$ cat config.mk
export PLATFORM = sky130hd
export DESIGN_NAME = matmul_sequencer
export DESIGN_NICKNAME = d
export VERILOG_FILES = /design/src/rtl/matmul_sequencer.sv
export SDC_FILE = /design/constraint.sdc
export NUM_CORES = 1
export LEC_CHECK = 0
export ABC_CLOCK_PERIOD_IN_PS = 4900
export BUFFER_PORTS_ARGS = -buffer_cell sky130_fd_sc_hd__buf_2
export CAP_MARGIN = 20
export CORE_MARGIN = 3
export CORE_UTILIZATION = 28
export DETAILED_ROUTE_END_ITERATION = 8
export HOLD_SLACK_MARGIN = 0.05
export PLACE_DENSITY_LB_ADDON = 0.1
export SETUP_SLACK_MARGIN = 0.05
export SYNTH_ARGS = -nofsm -noshare
export SYNTH_HDL_FRONTEND = slang
export SYNTH_SLANG_ARGS = --single-unit
export TNS_END_PERCENT = 1
$ cat constraint.sdc
create_clock -name clk -period 4.9 [get_ports clk]
set_clock_uncertainty 0.2 [all_clocks]
set_input_delay 0.245 -clock clk [delete_from_list [all_inputs] [get_ports clk]]
set_output_delay 0.245 -clock clk [all_outputs]
set_load 0.01 [all_outputs]
$ cat src/rtl/matmul_sequencer.sv
// matmul_sequencer: cycle-level control for P = X*A. It streams X in, steps the
// ROM and accumulator through each dot product, writes every result to RAM and
// can optionally read the results back out.
// Optional feature macro: READOUT_EN adds the READ sweep of the result RAM.
module matmul_sequencer #(
  parameter int N_ROW = 2,
  parameter int N_MUL = 4,
  parameter int N_COL = 4,
  localparam int ROM_AW = (N_MUL * N_COL > 1) ? $clog2(N_MUL * N_COL) : 1,
  localparam int XS_W   = (N_ROW * N_MUL > 1) ? $clog2(N_ROW * N_MUL) : 1,
  localparam int CM_W   = $clog2(N_MUL) + 1,
  localparam int RAM_AW = (N_ROW * N_COL > 1) ? $clog2(N_ROW * N_COL) : 1
) (
  input  logic              clk,
  input  logic              rst,
  input  logic              start_in,
  input  logic              valid_input,
  output logic              input_load_en,
  output logic              xload_done,
  output logic              rom_en,
  output logic [ROM_AW-1:0] rom_addr,
  output logic [XS_W-1:0]   x_sel,
  output logic [CM_W-1:0]   count_mul,
  output logic              alu_en,
  output logic              acc_clr,
  output logic              ram_en,
  output logic              web,
  output logic [RAM_AW-1:0] ram_addr,
  output logic              out_valid,
  output logic              busy,
  output logic              finish
);

  localparam int ROW_W = (N_ROW > 1) ? $clog2(N_ROW) : 1;
  localparam int COL_W = (N_COL > 1) ? $clog2(N_COL) : 1;

  typedef enum logic [2:0] {
    IDLE, LOAD, MUL, DRAIN, WRITE, READ, DONE
  } state_t;

  state_t state_q, state_d;
  logic [XS_W-1:0]   load_q, load_d;
  logic [ROW_W-1:0]  row_q, row_d;
  logic [COL_W-1:0]  col_q, col_d;
  logic [CM_W-1:0]   k_q, k_d;
`ifdef READOUT_EN
  logic [RAM_AW-1:0] rd_q, rd_d;
`endif

  logic              input_load_en_q, input_load_en_d;
  logic              rom_en_q, rom_en_d;
  logic [ROM_AW-1:0] rom_addr_q, rom_addr_d;
  logic [XS_W-1:0]   x_sel_q, x_sel_d;
  logic [CM_W-1:0]   count_mul_q, count_mul_d;
  logic              alu_en_q, alu_en_d;
  logic              acc_clr_q, acc_clr_d;
  logic              ram_en_q, ram_en_d;
  logic              web_q, web_d;
  logic [RAM_AW-1:0] ram_addr_q, ram_addr_d;
  logic              out_valid_q, out_valid_d;
  logic              busy_q, busy_d;
  logic              finish_q, finish_d;

  // Next state and loop counters: load count, then nested row/col/k walk.
  always_comb begin
    state_d = state_q;
    load_d  = load_q;
    row_d   = row_q;
    col_d   = col_q;
    k_d     = k_q;
`ifdef READOUT_EN
    rd_d    = rd_q;
`endif
    case (state_q)
      IDLE: begin
        if (start_in) begin
          state_d = LOAD;
          load_d  = '0;
          row_d   = '0;
          col_d   = '0;
          k_d     = '0;
`ifdef READOUT_EN
          rd_d    = '0;
`endif
        end
      end
      LOAD: begin
        if (valid_input) begin
          if (load_q == XS_W'(N_ROW * N_MUL - 1)) begin
            state_d = MUL;
            load_d  = '0;
            row_d   = '0;
            col_d   = '0;
            k_d     = '0;
          end else begin
            load_d = load_q + XS_W'(1);
          end
        end
      end
      MUL: begin
        if (k_q == CM_W'(N_MUL - 1)) state_d = DRAIN;
        else                         k_d = k_q + CM_W'(1);
      end
      DRAIN: state_d = WRITE;
      WRITE: begin
        k_d = '0;
        if (col_q == COL_W'(N_COL - 1)) begin
          col_d = '0;
          if (row_q == ROW_W'(N_ROW - 1)) begin
            row_d = '0;
`ifdef READOUT_EN
            rd_d    = '0;
            state_d = READ;
`else
            state_d = DONE;
`endif
          end else begin
            row_d   = row_q + ROW_W'(1);
            state_d = MUL;
          end
        end else begin
          col_d   = col_q + COL_W'(1);
          state_d = MUL;
        end
      end
`ifdef READOUT_EN
      READ: begin
        if (rd_q == RAM_AW'(N_ROW * N_COL - 1)) begin
          rd_d    = '0;
          state_d = DONE;
        end else begin
          rd_d = rd_q + RAM_AW'(1);
        end
      end
`endif
      DONE:    state_d = IDLE;
      default: state_d = IDLE;
    endcase
  end

  // Registered outputs are decoded from the next state so they line up with it.
  always_comb begin
    input_load_en_d = (state_d == LOAD);
    rom_en_d        = (state_d == MUL);
    rom_addr_d      = '0;
    x_sel_d         = '0;
    count_mul_d     = '0;
    if (state_d == MUL) begin
      rom_addr_d  = ROM_AW'(int'(k_d) * N_COL + int'(col_d));
      x_sel_d     = XS_W'(int'(row_d) * N_MUL + int'(k_d));
      count_mul_d = k_d;
    end
    // ROM data arrives one cycle after its strobe.
    alu_en_d    = rom_en_q;
    acc_clr_d   = rom_en_q && (count_mul_q == '0);
    ram_en_d    = (state_d == WRITE);
    web_d       = (state_d != WRITE);
    ram_addr_d  = '0;
    if (state_d == WRITE) ram_addr_d = RAM_AW'(int'(row_d) * N_COL + int'(col_d));
`ifdef READOUT_EN
    if (state_d == READ) begin
      ram_en_d   = 1'b1;
      ram_addr_d = rd_d;
    end
    out_valid_d = ram_en_q && web_q;
`else
    out_valid_d = 1'b0;
`endif
    busy_d   = (state_d != IDLE);
    finish_d = (state_d == DONE);
  end

  // State, counters and output registers; reset dominates every state.
  always_ff @(posedge clk) begin
    if (rst) begin
      state_q         <= IDLE;
      load_q          <= '0;
      row_q           <= '0;
      col_q           <= '0;
      k_q             <= '0;
`ifdef READOUT_EN
      rd_q            <= '0;
`endif
      input_load_en_q <= 1'b0;
      rom_en_q        <= 1'b0;
      rom_addr_q      <= '0;
      x_sel_q         <= '0;
      count_mul_q     <= '0;
      alu_en_q        <= 1'b0;
      acc_clr_q       <= 1'b0;
      ram_en_q        <= 1'b0;
      web_q           <= 1'b1;
      ram_addr_q      <= '0;
      out_valid_q     <= 1'b0;
      busy_q          <= 1'b0;
      finish_q        <= 1'b0;
    end else begin
      state_q         <= state_d;
      load_q          <= load_d;
      row_q           <= row_d;
      col_q           <= col_d;
      k_q             <= k_d;
`ifdef READOUT_EN
      rd_q            <= rd_d;
`endif
      input_load_en_q <= input_load_en_d;
      rom_en_q        <= rom_en_d;
      rom_addr_q      <= rom_addr_d;
      x_sel_q         <= x_sel_d;
      count_mul_q     <= count_mul_d;
      alu_en_q        <= alu_en_d;
      acc_clr_q       <= acc_clr_d;
      ram_en_q        <= ram_en_d;
      web_q           <= web_d;
      ram_addr_q      <= ram_addr_d;
      out_valid_q     <= out_valid_d;
      busy_q          <= busy_d;
      finish_q        <= finish_d;
    end
  end

  // Last-byte acceptance is flagged in the cycle the byte is presented.
  assign xload_done    = (state_q == LOAD) && valid_input &&
                         (load_q == XS_W'(N_ROW * N_MUL - 1));
  assign input_load_en = input_load_en_q;
  assign rom_en        = rom_en_q;
  assign rom_addr      = rom_addr_q;
  assign x_sel         = x_sel_q;
  assign count_mul     = count_mul_q;
  assign alu_en        = alu_en_q;
  assign acc_clr       = acc_clr_q;
  assign ram_en        = ram_en_q;
  assign web           = web_q;
  assign ram_addr      = ram_addr_q;
  assign out_valid     = out_valid_q;
  assign busy          = busy_q;
  assign finish        = finish_q;

endmodule
==> results of run 1 <==
logic make-up (layout without fill, tap and decap cells):
| logic type | Yosys count | after routing | share of synthesized area |
|---|---|---|---|
| buf+inv | 13 | 35 | 0.0616 |
| other cells | 1 | 1 | 0.00308 |
| simple gates | 56 | 56 | 0.256 |
| fa+ha+maj | 5 | 5 | 0.0513 |
| compound gates | 23 | 23 | 0.143 |
| mux | 1 | 1 | 0.00924 |
| flops | 29 | 29 | 0.476 |
flip-flops by register name, indices dropped and copies added, names as in the netlist, 2 cells and up:
signal and flops:
state_q 3, rom_addr 3, load_q 3, ram_addr 3
k_q 3, x_sel 2, col_q 2
metrics by stage:
stage	std cells	hold slack (ns)	instance area [um^2]
after floorplan	128	0.214	1220
after global routing	200	0.106	1460
final	200	0.102	1460
after detailed placement	192	0.216	1340
after CTS	200	0.0926	1460
after global placement	192	0.209	1340
placed cells by master, fill, tap and decap left out, types with 2 or more instances in the layout:
cell type / synthesis / final
sky130_fd_sc_hd__a22oi_1: 3 / 3
sky130_fd_sc_hd__nor2_1: 17 / 17
sky130_fd_sc_hd__buf_2: 3 / 25
sky130_fd_sc_hd__inv_1: 2 / 2
sky130_fd_sc_hd__a21oi_1: 7 / 7
sky130_fd_sc_hd__nor2b_1: 5 / 5
sky130_fd_sc_hd__dfxtp_1: 29 / 29
sky130_fd_sc_hd__clkbuf_8: 0 / 6
sky130_fd_sc_hd__nand3b_1: 2 / 2
sky130_fd_sc_hd__nor3_1: 7 / 7
sky130_fd_sc_hd__nand2b_1: 4 / 4
sky130_fd_sc_hd__a211oi_2: 2 / 2
sky130_fd_sc_hd__nand4_1: 2 / 2
sky130_fd_sc_hd__o21ai_0: 2 / 2
sky130_fd_sc_hd__nor4_1: 2 / 2
sky130_fd_sc_hd__ha_1: 5 / 5
sky130_fd_sc_hd__nand2_1: 8 / 8
synth_stat cells, types with 2 or more instances:
library cell and instances:
sky130_fd_sc_hd__nor4_1 2, sky130_fd_sc_hd__dfxtp_1 29, sky130_fd_sc_hd__nand4_1 2, sky130_fd_sc_hd__nor2_1 17
sky130_fd_sc_hd__nand2b_1 4, sky130_fd_sc_hd__a21oi_1 7, sky130_fd_sc_hd__buf_4 6, sky130_fd_sc_hd__buf_2 3
sky130_fd_sc_hd__clkbuf_1 2, sky130_fd_sc_hd__o21ai_0 2, sky130_fd_sc_hd__ha_1 5, sky130_fd_sc_hd__nand3b_1 2
sky130_fd_sc_hd__nor2b_1 5, sky130_fd_sc_hd__nand2_1 8, sky130_fd_sc_hd__inv_1 2, sky130_fd_sc_hd__a22oi_1 3
sky130_fd_sc_hd__a211oi_2 2, sky130_fd_sc_hd__nor3_1 7
report_power, final:
part	switching (mW)	total [mW]	internal (mW)
Sequential	0.00345	0.242	0.238
Clock	0.0839	0.249	0.165
Combinational	0.0110	0.0179	0.00690
layer usage:
| metal | wire, um | vias up |
|---|---|---|
| met5 | 0 | - |
| met3 | 112 | 4 |
| met2 | 1130 | 13 |
| met4 | 53 | 0 |
| li1 | - | 482 |
| met1 | 1090 | 401 |
worst min-delay path by stage:
stage / from / endpoint / cells past startpoint
after detailed placement: count_mul[2] / acc_clr / 1
after global routing: valid_input / load_q[2] / 3
after floorplan: valid_input / load_q[2] / 2
after CTS: valid_input / load_q[2] / 3
final: valid_input / load_q[2] / 3
after global placement: count_mul[2] / acc_clr / 1
layout make-up:
| class | instances | area (um^2) | area share |
|---|---|---|---|
| tap | 50 | 62.6 | 0.0430 |
| clock buffer | 7 | 86.3 | 0.0593 |
| inverter | 2 | 7.51 | 0.00516 |
| timing repair buffer | 25 | 125 | 0.0860 |
| sequential | 29 | 581 | 0.399 |
| multi-input combinational | 86 | 563 | 0.387 |
| clock inverter | 1 | 30.0 | 0.0206 |
worst max-delay path, cell delays in order, from the launching register on:
cell                      delay (ns)
sky130_fd_sc_hd__dfxtp_1        0.69
sky130_fd_sc_hd__or3b_1         0.44
sky130_fd_sc_hd__or2_4          0.26
sky130_fd_sc_hd__inv_1          0.05
sky130_fd_sc_hd__buf_2          0.12
==> results.md, run 1 <==
- Status: finished clean
- GRT Max-Usage Layer: met2
- Netlist area before placement: 0.00122 mm^2
- Weighted congestion at the end of routability-driven global placement: 0.743
- Peak ir drop on the vdd network: 0.144 mV
- Violation count after the first detailed-routing iteration: 30
- Fraction of registers with async set or reset after synthesis: 0
- H-tree lvl count: 2
- Unrepaired setup endpoints after global routing: false
- Final WL: 2390 um
- CP Capture Type: output pin
- Starting density of the core: 0.298
- Clk root buf: sky130_fd_sc_hd__clkbuf_8
- Flops & latches, synth: 29
- Share of the clock period used by the worst path after layout: 0.464
- Resized Gates After CTS: 0
- Floorplan die width: 72.0 um
- Die Footprint: 0.00518 mm^2
- Pin count of the biggest net entering global routing: 19
- Number of standard-cell rows in the floorplan: 23
- Max-cap violations: 0
- Via total after detailed routing: 900
- Mean post-synth cell area: 9.52 um^2
- Finish-stage setup viols: 0
- Buffers from clock root to sink, at most: 2
- Total global routing overflow: 0
- Final-layout setup total negative slack: 0 ns
- Overall power of the completed layout: 0.509 mW
- Layout filler cell count: 440
- I/O Buffers: 25
- DP Worst Slack: 2.85 ns
- Clock sink count: 29
- Unique masters post-synth: 38
- Area leader, netlist: sky130_fd_sc_hd__dfxtp_1
- Number of clock buffers inserted by TritonCTS: 5
- DRC viols: 0
- Total core area: 0.00409 mm^2
- Sequential fraction of the synthesis area: 0.476
- Area growth from synthesis to layout: 19.4%
- First-pass GRT wire length: 4040 um
- Total number of nets in the final design: 158
- Total power density per cell area: 350 mW/mm^2
- Hold violation total from the final report: 0
- Met3 track utilization from global routing: 0.0471
- Drt pass-1 iters: 3
- Startpoint class of the critical path: flip-flop
- Number of inserted diodes: 0
- Top cells by area, synth: sky130_fd_sc_hd__dfxtp_1 48%, sky130_fd_sc_hd__nor2_1 5.2%, sky130_fd_sc_hd__ha_1 5.1%
- Number of buffers inserted to repair setup after CTS: 0
- Antenna-violating nets left: 0
- Via count of the first global-routing pass: 899
- Share of post-route cells with drive strength above 1: 0.260
- Launch point of the critical path: state_q[0]
- Setup slack of the most critical reg-to-reg path: 2.82 ns
- TritonCTS clock tree: yes
- Reg-to-Reg Start: state_q[0]
- Via count normalized by instance count: 4.50
- Crit path DAT: 1.83 ns
- Met1 Usage GRT: 0.121
- Slew HR: 0.612
- Sum of net half-perimeters after detailed placement: 1780 um
- Number of enable-type register cells in the synthesized netlist: 0
- Worst Path Required: 4.45 ns
- Setup Crit Path Kind: flip-flop to output pin
- Warnings from Yosys: 0
- Achievable clock frequency: 439 MHz
- Clock transition at the registers of the reported paths: 0.06 ns
- Total GRT Usage: 0.104
- Met2 usage in global routing: 0.160
- Minimum period implied by the final worst setup slack: 2.28 ns
- Worst-case reg-to-reg path depth: 4
- CP Max Fanout: 18
- Initial antenna violation count: 0
- Static leakage: 0.627 nW
- Synthesized Nets: 137
- Final core occ: 0.356
- Area fraction of the dominant cell type after synthesis: 0.476
- Slew of the pin with the lowest slew margin: 0.581 ns
- I/O pin count: 27
- Post-route worst setup slack: 2.62 ns
- Type of the most critical hold path: primary input to flip-flop
- Pins over their slew limit: 0
- CTS Hold Buffers Added: 0
- Insertion delay to the later sink of the worst-skew pair: 0.28 ns
- Overall die height: 72.0 um
- Number of instances in the synthesized netlist: 128
- DR WL/cell: 12.0 um
- Leading register cell type out of synthesis: sky130_fd_sc_hd__dfxtp_1
- Reg2Reg Capture Point: x_sel[2]
- Capture point of the critical path: xload_done
No activity file was read; power rests on OpenSTA's default activity.
==> run 2, diff against run 1 <==
ABC_CLOCK_PERIOD_IN_PS = 2300   (was 4900)
clock period = 2.3 ns   (was 4.9 ns; I/O delays follow)
==> run 2 against run 1 <==
  * Critical path depth is 2 higher
  * Die area did not move
  * Sequential power grew 110%
  * Cell area grew 3.4%
  * Largest power group unchanged
  * Flip-flop and latch count unchanged
  * Worst setup slack got worse by 2.4 ns
  * Critical path type is now flip-flop to flip-flop
  * Critical endpoint is now load_q[2]
  * Sequential share of layout area is 1.2 points lower
  * Total power up 120%
==> results.md, run 2 (synthesis results as in run 1) <==
- Status: finished clean
- Via count normalized by instance count: 4.61
- I/O Buffers: 25
- Pin count of the biggest net entering global routing: 19
- Insertion delay to the later sink of the worst-skew pair: 0.28 ns
- Layout filler cell count: 461
- Floorplan die width: 72.0 um
- Clock sink count: 29
- Slew of the pin with the lowest slew margin: 0.563 ns
- Die Footprint: 0.00518 mm^2
- Via count of the first global-routing pass: 907
- Unrepaired setup endpoints after global routing: false
- Hold violation total from the final report: 0
- Crit path DAT: 2.10 ns
- Clock power frac: 0.493
- CP Capture Type: flip-flop
- Type of the most critical hold path: flip-flop to flip-flop
- Total global routing overflow: 0
- Peak ir drop on the vdd network: 0.317 mV
- Minimum period implied by the final worst setup slack: 2.08 ns
- Routed length on met1: 1120 um
- Achievable clock frequency: 481 MHz
- Reg-to-Reg Start: state_q[0]
- Share of total power in combinational logic: 0.041
- Via total after detailed routing: 946
- Area growth from synthesis to layout: 23.4%
- CP Max Fanout: 13
- Total GRT Usage: 0.110
- Weighted congestion at the end of routability-driven global placement: 0.773
- Commonest cells after routing, fill and taps aside: 28 x sky130_fd_sc_hd__dfxtp_1, 25 x sky130_fd_sc_hd__buf_2, 17 x sky130_fd_sc_hd__nor2_1
- First-pass GRT wire length: 4200 um
- TritonCTS clock tree: yes
- Clock transition at the registers of the reported paths: 0.06 ns
- Launch point of the critical path: state_q[0]
- Final core occ: 0.368
- Capture point of the critical path: load_q[2]
- Static leakage: 0.652 nW
- DRC viols: 0
- H-tree lvl count: 2
- Reg2Reg Capture Point: load_q[2]
- Starting density of the core: 0.298
- Internal Dissipation: 0.880 mW
- Worst-case reg-to-reg path depth: 6
- I/O pin count: 27
- Finish-stage setup viols: 0
- Total core area: 0.00409 mm^2
- Length of routed met2 wiring: 1220 um
- DR WL/cell: 12.3 um
- Clk root buf: sky130_fd_sc_hd__clkbuf_8
- Final WL: 2520 um
- Initial antenna violation count: 0
- Number of clock buffers inserted by TritonCTS: 5
- Buffers from clock root to sink, at most: 2
- Total power density per cell area: 733 mW/mm^2
- Pins over their slew limit: 0
- Startpoint of the most critical hold path: count_mul[2]
- Switching power share of the total: 0.202
- Sequential fraction of design power: 0.466
- Most common cell after layout, fill and taps aside: sky130_fd_sc_hd__dfxtp_1
- Number of inserted diodes: 0
- Share of the clock period used by the worst path after layout: 0.905
- Switch Pwr: 0.223 mW
- Drt pass-1 iters: 4
- WL met3: 113 um
- Setup slack of the most critical reg-to-reg path: 0.22 ns
- Antenna-violating nets left: 0
- Overall die height: 72.0 um
- Sum of net half-perimeters after detailed placement: 1810 um
- Setup Crit Path Kind: flip-flop to flip-flop
- Number of buffers inserted to repair setup after CTS: 0
- Top sig layer: met4
- Final-layout setup total negative slack: 0 ns
- Max-cap violations: 0
- Number of standard-cell rows in the floorplan: 23
- Total number of nets in the final design: 163
- Share of post-route cells with drive strength above 1: 0.265
- Worst Path Required: 2.32 ns
- Violation count after the first detailed-routing iteration: 28
- Startpoint class of the critical path: flip-flop
- Slew HR: 0.624
==> run 2: cell types whose count changed in the layout (fill, tap and decap cells not counted), sizes merged <==
cell	before	now
dlygate4sd3	0	4
buf	25	26
==> run 2: routing by layer <==
layer  up-vias  GRT usage
met5         -          0
met1       432      0.128
li1        495          -
met4         0     0.0689
met3         6     0.0485
met2        13      0.164
==> run 2: worst min path at each step <==
stage | endpoint | slack, ns | depth (start not counted)
5_1_grt | acc_clr | 0.24 | 1
6_report | acc_clr | 0.21 | 1
3_5_place_dp | acc_clr | 0.20 | 1
3_3_place_gp | acc_clr | 0.21 | 1
2_1_floorplan | load_q[2] | 0.08 | 2
4_1_cts | acc_clr | 0.22 | 1
==> run 2: power groups by stage <==
stage               sequential (mW)  combinational, mW  clock [mW]
detailed placement            0.524             0.0423           0
finish                        0.513             0.0455       0.544
CTS                           0.513             0.0462       0.565
floorplan                     0.521             0.0332           0
global placement              0.524             0.0427           0
global route                  0.514             0.0505       0.583
==> run 2: repair_timing <==
| item | 4_1_cts | 5_1_grt |
|---|---|---|
| endpoints found under the hold margin | 13 | 0 |
| hold buffers | 4 | 0 |
| gates resized for setup | 0 | 1 |
| endpoints found under the setup margin | 0 | 1 |
==> run 2: metrics by stage <==
stage	setup WS, ns	power [mW]	instance area [um^2]	instances	hold WS (ns)
2_1_floorplan	0.607	0.555	1220	128	0.0836
3_3_place_gp	0.291	0.567	1350	193	0.207
3_5_place_dp	0.314	0.566	1350	193	0.205
4_1_cts	0.0880	1.12	1500	205	0.215
5_1_grt	0.0708	1.15	1500	205	0.241
6_report	0.219	1.10	1500	205	0.212
==> run 2: cell type report <==
type | instances | area [um^2] | area share
multi-input cells | 86 | 563 | 0.374
flip-flops and latches | 29 | 582 | 0.387
clock inverters | 1 | 30.0 | 0.0200
clock buffers | 7 | 86.3 | 0.0574
well taps | 50 | 62.6 | 0.0416
repair buffers | 30 | 173 | 0.115
inverters | 2 | 7.51 | 0.00499
==> run 2: worst max-delay path, cell delays in order, from the launching register on <==
cell and delay, ns:
sky130_fd_sc_hd__dfxtp_2 0.45, sky130_fd_sc_hd__buf_4 0.18, sky130_fd_sc_hd__mux2_2 0.32, sky130_fd_sc_hd__nand2_1 0.13, sky130_fd_sc_hd__nand2_1 0.07, sky130_fd_sc_hd__a21oi_1 0.11, sky130_fd_sc_hd__dlygate4sd3_1 0.55
